--- config.mk ---
export PLATFORM = sky130hd
export DESIGN_NAME = sum_loop_ctrl
export DESIGN_NICKNAME = d
export VERILOG_FILES = /design/src/rtl/sum_loop_ctrl.sv
export SDC_FILE = /design/constraint.sdc
export NUM_CORES = 1
export LEC_CHECK = 0
export BUFFER_PORTS_ARGS = -buffer_cell sky130_fd_sc_hd__buf_2
export CAP_MARGIN = 30
export CORE_MARGIN = 5
export CORE_UTILIZATION = 38
export CTS_CLUSTER_SIZE = 24
export DETAILED_ROUTE_END_ITERATION = 7
export SLEW_MARGIN = 10
export SYNTH_ARGS = -nofsm -noshare
export SYNTH_HDL_FRONTEND = slang
export SYNTH_SLANG_ARGS = --single-unit
export TNS_END_PERCENT = 100
--- constraint.sdc ---
create_clock -name clk -period 1.3 [get_ports clk]
set_input_delay 0.26 -clock clk [delete_from_list [all_inputs] [get_ports clk]]
set_output_delay 0.26 -clock clk [all_outputs]
set_load 0.05 [all_outputs]
--- src/rtl/sum_loop_ctrl.sv ---
// Control FSM that sequences the 8-bit register-file datapath through the running sum 1+..+10.
// Optional single-step operation is enabled by defining SUM_LOOP_CTRL_STEP_MODE_EN.
module sum_loop_ctrl #(
    parameter logic [7:0] MAX_ITER = 8'd255
) (
    input  logic       clk,
    input  logic       reset,
    input  logic       start,
`ifdef SUM_LOOP_CTRL_STEP_MODE_EN
    input  logic       step,
`endif
    input  logic       R1Le10,
    output logic       RFSrcMuxSel,
    output logic [2:0] RAddr1,
    output logic [2:0] RAddr2,
    output logic [2:0] WAddr,
    output logic       we,
    output logic       OutPortEn,
    output logic       busy,
    output logic       done,
    output logic       err,
    output logic [7:0] iter_count
);

    typedef enum logic [3:0] {
        IDLE, INIT_I, INIT_S, INIT_K, CHECK, ADD_S, OUT, INC_I, DONE
    } state_t;

    state_t state, state_next;
    logic   adv;
    logic   we_raw, oe_raw;

`ifdef SUM_LOOP_CTRL_STEP_MODE_EN
    assign adv = step;
`else
    assign adv = 1'b1;
`endif

    always_ff @(posedge clk or posedge reset) begin
        if (reset) state <= IDLE;
        else       state <= state_next;
    end

    // IDLE leaves on start alone; every other state advances only when adv is high.
    always_comb begin
        state_next = state;
        case (state)
            IDLE:   if (start) state_next = INIT_I;
            INIT_I: if (adv) state_next = INIT_S;
            INIT_S: if (adv) state_next = INIT_K;
            INIT_K: if (adv) state_next = CHECK;
            CHECK:  if (adv) state_next = (!R1Le10 || iter_count == MAX_ITER) ? DONE : ADD_S;
            ADD_S:  if (adv) state_next = OUT;
            OUT:    if (adv) state_next = INC_I;
            INC_I:  if (adv) state_next = CHECK;
            DONE:   if (adv) state_next = IDLE;
            default: state_next = IDLE;
        endcase
    end

    always_comb begin
        RFSrcMuxSel = 1'b0;
        RAddr1      = 3'd0;
        RAddr2      = 3'd0;
        WAddr       = 3'd0;
        we_raw      = 1'b0;
        oe_raw      = 1'b0;
        busy        = 1'b0;
        done        = 1'b0;
        case (state)
            INIT_I: begin RFSrcMuxSel = 1'b1; WAddr = 3'd1; we_raw = 1'b1; busy = 1'b1; end
            INIT_S: begin WAddr = 3'd2; we_raw = 1'b1; busy = 1'b1; end
            INIT_K: begin RFSrcMuxSel = 1'b1; WAddr = 3'd3; we_raw = 1'b1; busy = 1'b1; end
            CHECK:  begin RAddr1 = 3'd1; busy = 1'b1; end
            ADD_S:  begin RAddr1 = 3'd2; RAddr2 = 3'd1; WAddr = 3'd2; we_raw = 1'b1; busy = 1'b1; end
            OUT:    begin RAddr1 = 3'd2; oe_raw = 1'b1; busy = 1'b1; end
            INC_I:  begin RAddr1 = 3'd1; RAddr2 = 3'd3; WAddr = 3'd1; we_raw = 1'b1; busy = 1'b1; end
            DONE:   done = 1'b1;
            default: ;
        endcase
    end

    assign we        = we_raw & adv;
    assign OutPortEn = oe_raw & adv;

    always_ff @(posedge clk or posedge reset) begin
        if (reset) begin
            iter_count <= 8'd0;
            err        <= 1'b0;
        end else if (adv) begin
            if (state == INIT_I) begin
                iter_count <= 8'd0;
                err        <= 1'b0;
            end else if (state == CHECK && R1Le10 && iter_count == MAX_ITER) begin
                err <= 1'b1;
            end else if (state == INC_I && iter_count != 8'hFF) begin
                iter_count <= iter_count + 8'd1;
            end
        end
    end

endmodule

Word-level counts from Yosys, hierarchy flattened
Cells that the tools add are included.

storage, ports and cells
  flip-flop bits (word level) = 13
  input bits = 4
  output and inout port bits = 23
  logic and storage cells = 49

cells by class
  add/sub/neg operators = 1
  eq/ne operators = 12
  muxes and demuxes = 16
  reductions and logical operators = 17

operators by type and width
  kind                 count
  $pmux 4 s7           1
  $mux 8               3
  $eq 4x3->1 const B   4
  $reduce_or 2->1      6
  $add 8x1->8 const B  1
  $eq 4x2->1 const B   2
  $eq 8x8->1 const B   1
  $mux 4               2
  $ne 8x8->1 const B   1
  $pmux 2 s2           2
  $mux 1               7
  $reduce_or 7->1      1
  $pmux 2 s3           1
  $reduce_or 5->1      1
  $eq 4x1->1 const B   1
  $eq 4x4->1 const B   1
  $logic_not 4->1      1
  $ne 2x2->1 const B   2
  $reduce_bool 2->1    2
  $logic_and 1x1->1    3
  $reduce_and 2->1     1
  $logic_not 1->1      1
  $logic_or 1x1->1     1

Depth between registers and ports, before layout
Gate-level depths: netlist of run 1.

  word-level depth = 5
  gate-level depth with buffers = 6
  mapped depth without buffers = 5

Worst setup path after synthesis of run 1
OpenSTA, ideal clock, no wires.

  kind = register to output
  start point = reg state[1]
  end point = out RAddr1[0]
  data arrival time = 1.961 ns
  required time = 1.040 ns
  slack = -0.921 ns
  cell stages (with the launch flop) = 4
  buffers on the path = 1
  cell sequence = dfrtp_1 -> clkbuf_8 -> xnor2_1 -> nor3b_1

on the way
  word-level cells in the longest chain between the ends = 3
  elaborated cells between the ends (all ways) = 7
  those cells by class = eq/ne (4); mux (1); reduce/logical (2)

ends and longest elaborated chain
  element                           RTL line  RTL
  start: declaration                29        state_t state, state_next;
  start signal: assignment          41        else state <= state_next;
  $eq 4x3->1                        70        case (state)
  $reduce_or 2->1 (no source line)  --
  $pmux 2 s2 *                      70
  end: declaration                  14        output logic [2:0] RAddr1,

Mark *: on every way between the ends. The rest lies on a longest branch, timed or not.

Worst setup path in the final report of run 1
  start point = reg state[0]
  end point = out RAddr1[0]

The elaborated chain is that of the path after synthesis.

==> results of run 1 <==
-- state kept, by name, indices dropped and copies added, names as in the netlist --
signal,flops
iter_count,8
state,4
err,1
-- synthesized netlist by cell type (all sizes together), types with 2 or more instances --
library cell	instances
nand3	4
a21oi	5
and4	2
a211oi	2
dfrtp	13
and3	5
a31oi	5
nor3	6
buf	5
nor2	14
clkbuf	2
and2	2
nor2b	2
inv	3
nand2b	2
nand4	2
o21bai	2
nand2	5
-- power by group --
part	leakage, uW	switching (uW)	internal, uW
registers	0.000157	150	510
clock network	0.0000150	143	119
logic	0.000527	1760	1590
total	0.000699	2050	2220
-- worst paths after layout --
check,endpoint,depth (start not counted),startpoint,slack [ps]
max in group asynchronous,iter_count[0],2,reset,920
worst min register to register,state[2],1,state[3],510
worst max register to register,iter_count[4],8,state[1],-150
min in group clk,state[0],3,start,260
worst max-delay path,RAddr1[0],3,state[0],-360
worst min-delay path,state[1],2,reset,2
-- metrics by stage --
step	total power (uW)	area (um2)	utilization	worst slack [ps]	setup TNS, ps
after floorplan	2530	1000	-	-229	-1070
after global placement	3260	1270	0.585	-186	-2600
after detailed placement	3300	1270	0.585	-208	-2880
after CTS	4080	1470	0.676	-352	-4150
after global routing	4510	1570	0.723	-413	-5660
final	4270	1570	0.723	-363	-4260
-- logic make-up (layout without fill, tap and decap cells) --
group | after synthesis | count (layout) | synth area share
flip-flops | 13 | 13 | 0.384
adder cells (fa/ha/maj) | 1 | 1 | 0.0148
other | 1 | 3 | 0.00443
AND/OR/NAND/NOR | 49 | 49 | 0.366
buffers and inverters | 10 | 60 | 0.0916
XOR/XNOR | 1 | 1 | 0.0103
AO/OA/AOI/OAI | 17 | 17 | 0.128
-- metal layers --
layer  routed length, um  vias to the layer above  track usage
li1                    -                      430            -
met2                1320                       17        0.268
met1                 985                      439        0.197
met5                   0                        -            0
met3                  68                        2       0.0317
met4                  28                        0       0.0497
-- layout make-up --
| class | instances | area (um2) |
|---|---|---|
| Tap cell | 28 | 35.0 |
| Multi-Input combinational cell | 71 | 634 |
| Timing Repair Buffer | 53 | 517 |
| Clock buffer | 4 | 26.3 |
| Inverter | 3 | 16.3 |
| Fill cell | 169 | 602 |
| Sequential cell | 13 | 339 |
-- repair_timing --
action,CTS,global route
setup endpoints to repair,24,26
resized for setup,40,24
setup buffers,6,2
pin swaps,4,2
==> flow_metrics.py, run 1 <==
metrics = {
    "logic_synthesis": {
        "post-synth-top-area-fraction": 0.384,
        "ys_warn_count": 0,
        "yosysTopAreaCell": "dfrtp_1",
        "ys_seq_area_frac": 0.384,
        "synth_area_leaders": "dfrtp_1 (38%), nor2_1 (6.2%), a31oi_1 (3.7%)",
        "synthArstFlopShare": 1.00,
        "ys_ff_latch": 13,
        "ys.flop_type": "dfrtp_1",
        "netlist_instances": 92,
        "synth_edf_count": 0,
        "avgSynthCellArea_um2": 9.21,
        "syn_area_um2": 847,
        "synthDistinctLibCells": 39,
    },
    "clock_tree": {
        "clk_pin_slew_ps": 90,
        "clkLatencyLatePin_ps": 270,
        "cts-root-buf": "clkbuf_4",
        "cts_max_level": 1,
        "cts_tree": "yes",
        "clk_path_buf_depth": 2,
        "cts_hold_buf": 0,
        "cts_sinks": 13,
        "numCtsBuffers": 3,
    },
    "timing": {
        "fin_crit_ps": 1660,
        "worst_slack_ps": -363,
        "rsz0062_at_grt": "true",
        "finalHoldViolCount": 0,
        "setup-violations-final": 20,
        "finalClockSkew_ps": 3.64,
        "slew_violations": 0,
        "period_share": 1.28,
        "relSlewSlack": 0.650,
        "hold-worst-slack_ps": 2.17,
        "tightest_slew_ps": 524,
        "fmax_mhz": 601,
    },
    "detailed_routing": {
        "drt-wirelength-per-cell_um": 14.0,
        "firstDrtPassIters": 4,
        "drc": 0,
        "routed-via-count": 888,
        "postRouteAntennaNets": 0,
        "drt-initial-drc-count": 21,
        "vias_per_cell": 5.16,
        "wl_mm": 2.40,
    },
    "global_route": {
        "grt_overflow_total": 0,
        "grt_usage": 0.157,
        "grt_pass1_wl_mm": 4.06,
        "grt_pass1_vias": 845,
        "grt_start_max_net_pins": 14,
        "grt_antenna_before_repair": 0,
    },
    "setup_path": {
        "worstPathRequired_ps": 1040,
        "cp_slowest_cell": "dfrtp_2",
        "crit_type": "reg -> out",
        "crit_arrival_ps": 1400,
        "crit_family": "flip-flops",
        "end_kind": "output port",
        "cp-start-kind": "register",
        "path_cells": "xnor2_4 > nor3b_4 > buf_6",
        "worstPathMaxFanout": 6,
        "cp_slowest_stage_delay_ps": 500,
        "worst-path-buf-inv": 1,
    },
    "floorplan": {
        "dieArea_mm2": 0.00327,
        "rows": 17,
        "io_pins": 27,
        "die_x_um": 57.2,
        "dieHeight_um": 57.2,
        "core_area_mm2": 0.00217,
        "start_util": 0.390,
    },
    "layout": {
        "stdcell_count": 172,
        "syn2layout_area_growth_pct": 85.1,
        "final_common_cell": "buf_4",
        "diodes": 0,
        "layout.nets": 150,
        "layout_common_cells": "buf_4 (20), buf_6 (19), dfrtp_2 (11), nor2_4 (7), buf_2 (6)",
        "drive_gt1_frac": 0.729,
    },
    "power_and_ir_drop": {
        "p_per_area_mw_per_mm2": 2720,
        "p_leak_uw": 0.000699,
        "ir_worst_vdd_mv": 2.33,
    },
    "placed_design": {
        "gp_congestion": 0.714,
        "post-place-cells": 160,
        "place_hpwl_mm": 1.68,
        "portBuffers": 23,
    },
    "worst_hold_path": {
        "hold_class": "in -> async",
    },
    "outcome": {
        "violations": "negative setup slack",
        "status": "complete, but fails checks",
    },
    "run": {
        "maxCapViolCount": 0,
    },
}
Power figures use the tool's default switching activity.
==> run 2, diff against run 1 <==
--- a/config.mk
+++ b/config.mk
@@ -11,6 +11,7 @@
 export CORE_UTILIZATION = 38
 export CTS_CLUSTER_SIZE = 24
 export DETAILED_ROUTE_END_ITERATION = 7
+export PLACE_DENSITY = 0.7
 export SLEW_MARGIN = 10
 export SYNTH_ARGS = -nofsm -noshare
 export SYNTH_HDL_FRONTEND = slang
==> constraint.sdc (replaced) <==
create_clock -name clk -period 1.9 [get_ports clk]
set_input_delay 0.38 -clock clk [delete_from_list [all_inputs] [get_ports clk]]
set_output_delay 0.38 -clock clk [all_outputs]
set_load 0.05 [all_outputs]
==> run 2 against run 1 <==
Effect of this change: the run now ends clean; sequential power shrank 28%; critical path depth is the same; clock-buffer cell count is the same; wire length shrank 25%; power shrank 56%; design area shrank 36%; flip-flop and latch count is the same; setup slack gained 450 ps; final cell count shrank 16%; critical endpoint is now OutPortEn; highest routed layer unchanged.
==> flow_metrics.py, run 2 (synthesized netlist as in run 1, its figures left out) <==
metrics = {
    "outcome": {
        "status": "completed",
    },
    "layout": {
        "drive_gt1_frac": 0.388,
        "largest_reg_flops": 8,
        "reg_top3": "iter_count x8, state x4, err x1",
        "n_fill_cell": 225,
        "utilization": 0.466,
        "syn2layout_area_growth_pct": 19.4,
        "layout.nets": 122,
        "largest-register": "iter_count",
        "diodes": 0,
        "layout_common_cells": "buf_2 (19), nor2_1 (14), dfrtp_1 (10), clkbuf_4 (6)",
        "final_common_cell": "buf_2",
    },
    "floorplan": {
        "die_x_um": 57.2,
        "dieHeight_um": 57.2,
        "io_pins": 27,
        "dieArea_mm2": 0.00327,
        "rows": 17,
        "core_area_mm2": 0.00217,
        "start_util": 0.390,
    },
    "placed_design": {
        "gp_congestion": 0.760,
        "place_hpwl_mm": 1.33,
        "portBuffers": 23,
    },
    "clock_tree": {
        "cts_tree": "yes",
        "cts_max_level": 1,
        "post_cts_resize_count": 2,
        "clk_pin_slew_ps": 80,
        "cts_hold_buf": 0,
        "numCtsBuffers": 3,
        "clk_path_buf_depth": 2,
        "cts_sinks": 13,
        "cts_setup_buffers": 0,
        "cts-root-buf": "clkbuf_4",
        "clkLatencyLatePin_ps": 270,
    },
    "timing": {
        "fin_crit_ps": 1820,
        "finalClockSkew_ps": 10.0,
        "finalHoldViolCount": 0,
        "slew_violations": 0,
        "setup-violations-final": 0,
        "fmax_mhz": 551,
        "period_share": 0.956,
        "hold-worst-slack_ps": 115,
        "tns_ps": 0,
    },
    "setup_path": {
        "worstPathMaxFanout": 9,
        "end_kind": "output port",
        "worstPathRequired_ps": 1520,
        "reg2reg_to": "iter_count[7]",
        "reg2reg_depth": 6,
        "crit_arrival_ps": 1440,
        "crit_type": "reg -> out",
        "r2r_slack_ps": 390,
        "reg2reg_from": "state[1]",
        "cp-start-kind": "register",
    },
    "power_and_ir_drop": {
        "ir_worst_vdd_mv": 0.969,
        "combPwrFrac": 0.657,
        "clkPwrFrac": 0.089,
        "swShare": 0.578,
        "seqPwrFrac": 0.254,
        "p_leak_uw": 0.000507,
        "p_int_uw": 788,
        "p_per_area_mw_per_mm2": 1850,
        "switchingPower_uw": 1080,
    },
    "global_route": {
        "grtUsageMet1": 0.158,
        "grt_pass1_wl_mm": 3.20,
        "use_met2": 0.197,
        "grtUsageMet3": 0.0181,
        "grt_antenna_before_repair": 0,
        "grt_start_max_net_pins": 14,
        "busiest_layer": "met2",
        "grt_overflow_total": 0,
        "grt_pass1_vias": 702,
        "grt_usage": 0.120,
    },
    "run": {
        "maxCapViolCount": 0,
    },
    "worst_hold_path": {
        "hold_class": "in -> async",
    },
    "detailed_routing": {
        "routed-via-count": 737,
        "wl_mm": 1.79,
        "drt-initial-drc-count": 14,
        "postRouteAntennaNets": 0,
        "drt-wirelength-per-cell_um": 12.4,
        "firstDrtPassIters": 4,
        "vias_per_cell": 5.12,
        "drc": 0,
    },
}
[run 2: cell count changes in the layout (fill, tap and decap cells not counted), sizes merged]
| cell | previous run | this run |
|---|---|---|
| buf | 52 | 22 |
| clkbuf | 5 | 7 |
| clkinv | 1 | 0 |
| inv | 2 | 3 |
[run 2: worst max-delay path by stage]
stage	from	to	slack [ps]
after floorplan	state[1]	RAddr1[0]	9
after global placement	state[0]	RAddr1[0]	280
after detailed placement	state[0]	RAddr1[0]	200
after CTS	state[1]	RAddr2[1]	20
after global routing	state[2]	WAddr[1]	-4
final	state[0]	OutPortEn	80
[run 2: cell type report]
| class | instances | area (um2) | share of cell area |
|---|---|---|---|
| Clock buffer | 4 | 26.3 | 0.0260 |
| Sequential cell | 13 | 329 | 0.325 |
| Timing Repair Buffer | 25 | 140 | 0.139 |
| Multi-Input combinational cell | 71 | 469 | 0.464 |
| Inverter | 3 | 11.3 | 0.0111 |
| Tap cell | 28 | 35.0 | 0.0347 |
[run 2: metal layers]
metal  vias to the layer above  wire, um
met4                         0        23
met3                         2        62
met1                       348       851
met5                         -         0
li1                        375         -
met2                        12       856
[run 2: power by group through the flow]
stage	sequential, uW	clock, uW	combinational [uW]
finish	475	167	1230
floorplan	486	0	989
detailed placement	467	0	1180
CTS	473	170	1200
global placement	461	0	1180
global route	498	184	1310
[run 2: critical path, cell delays in order, from the launching register on]
cell     delay [ps]
dfrtp_2         500
nor2_1          240
and3_1          180
buf_2           260
[run 2: stage by stage]
step	setup WS, ps	area (um2)	std cells	power, uW
final	84.0	1010	144	1870
after global routing	-3.65	1010	144	1990
after CTS	21.1	998	144	1850
after detailed placement	198	963	140	1650
after global placement	281	963	140	1640
after floorplan	8.58	865	94	1480
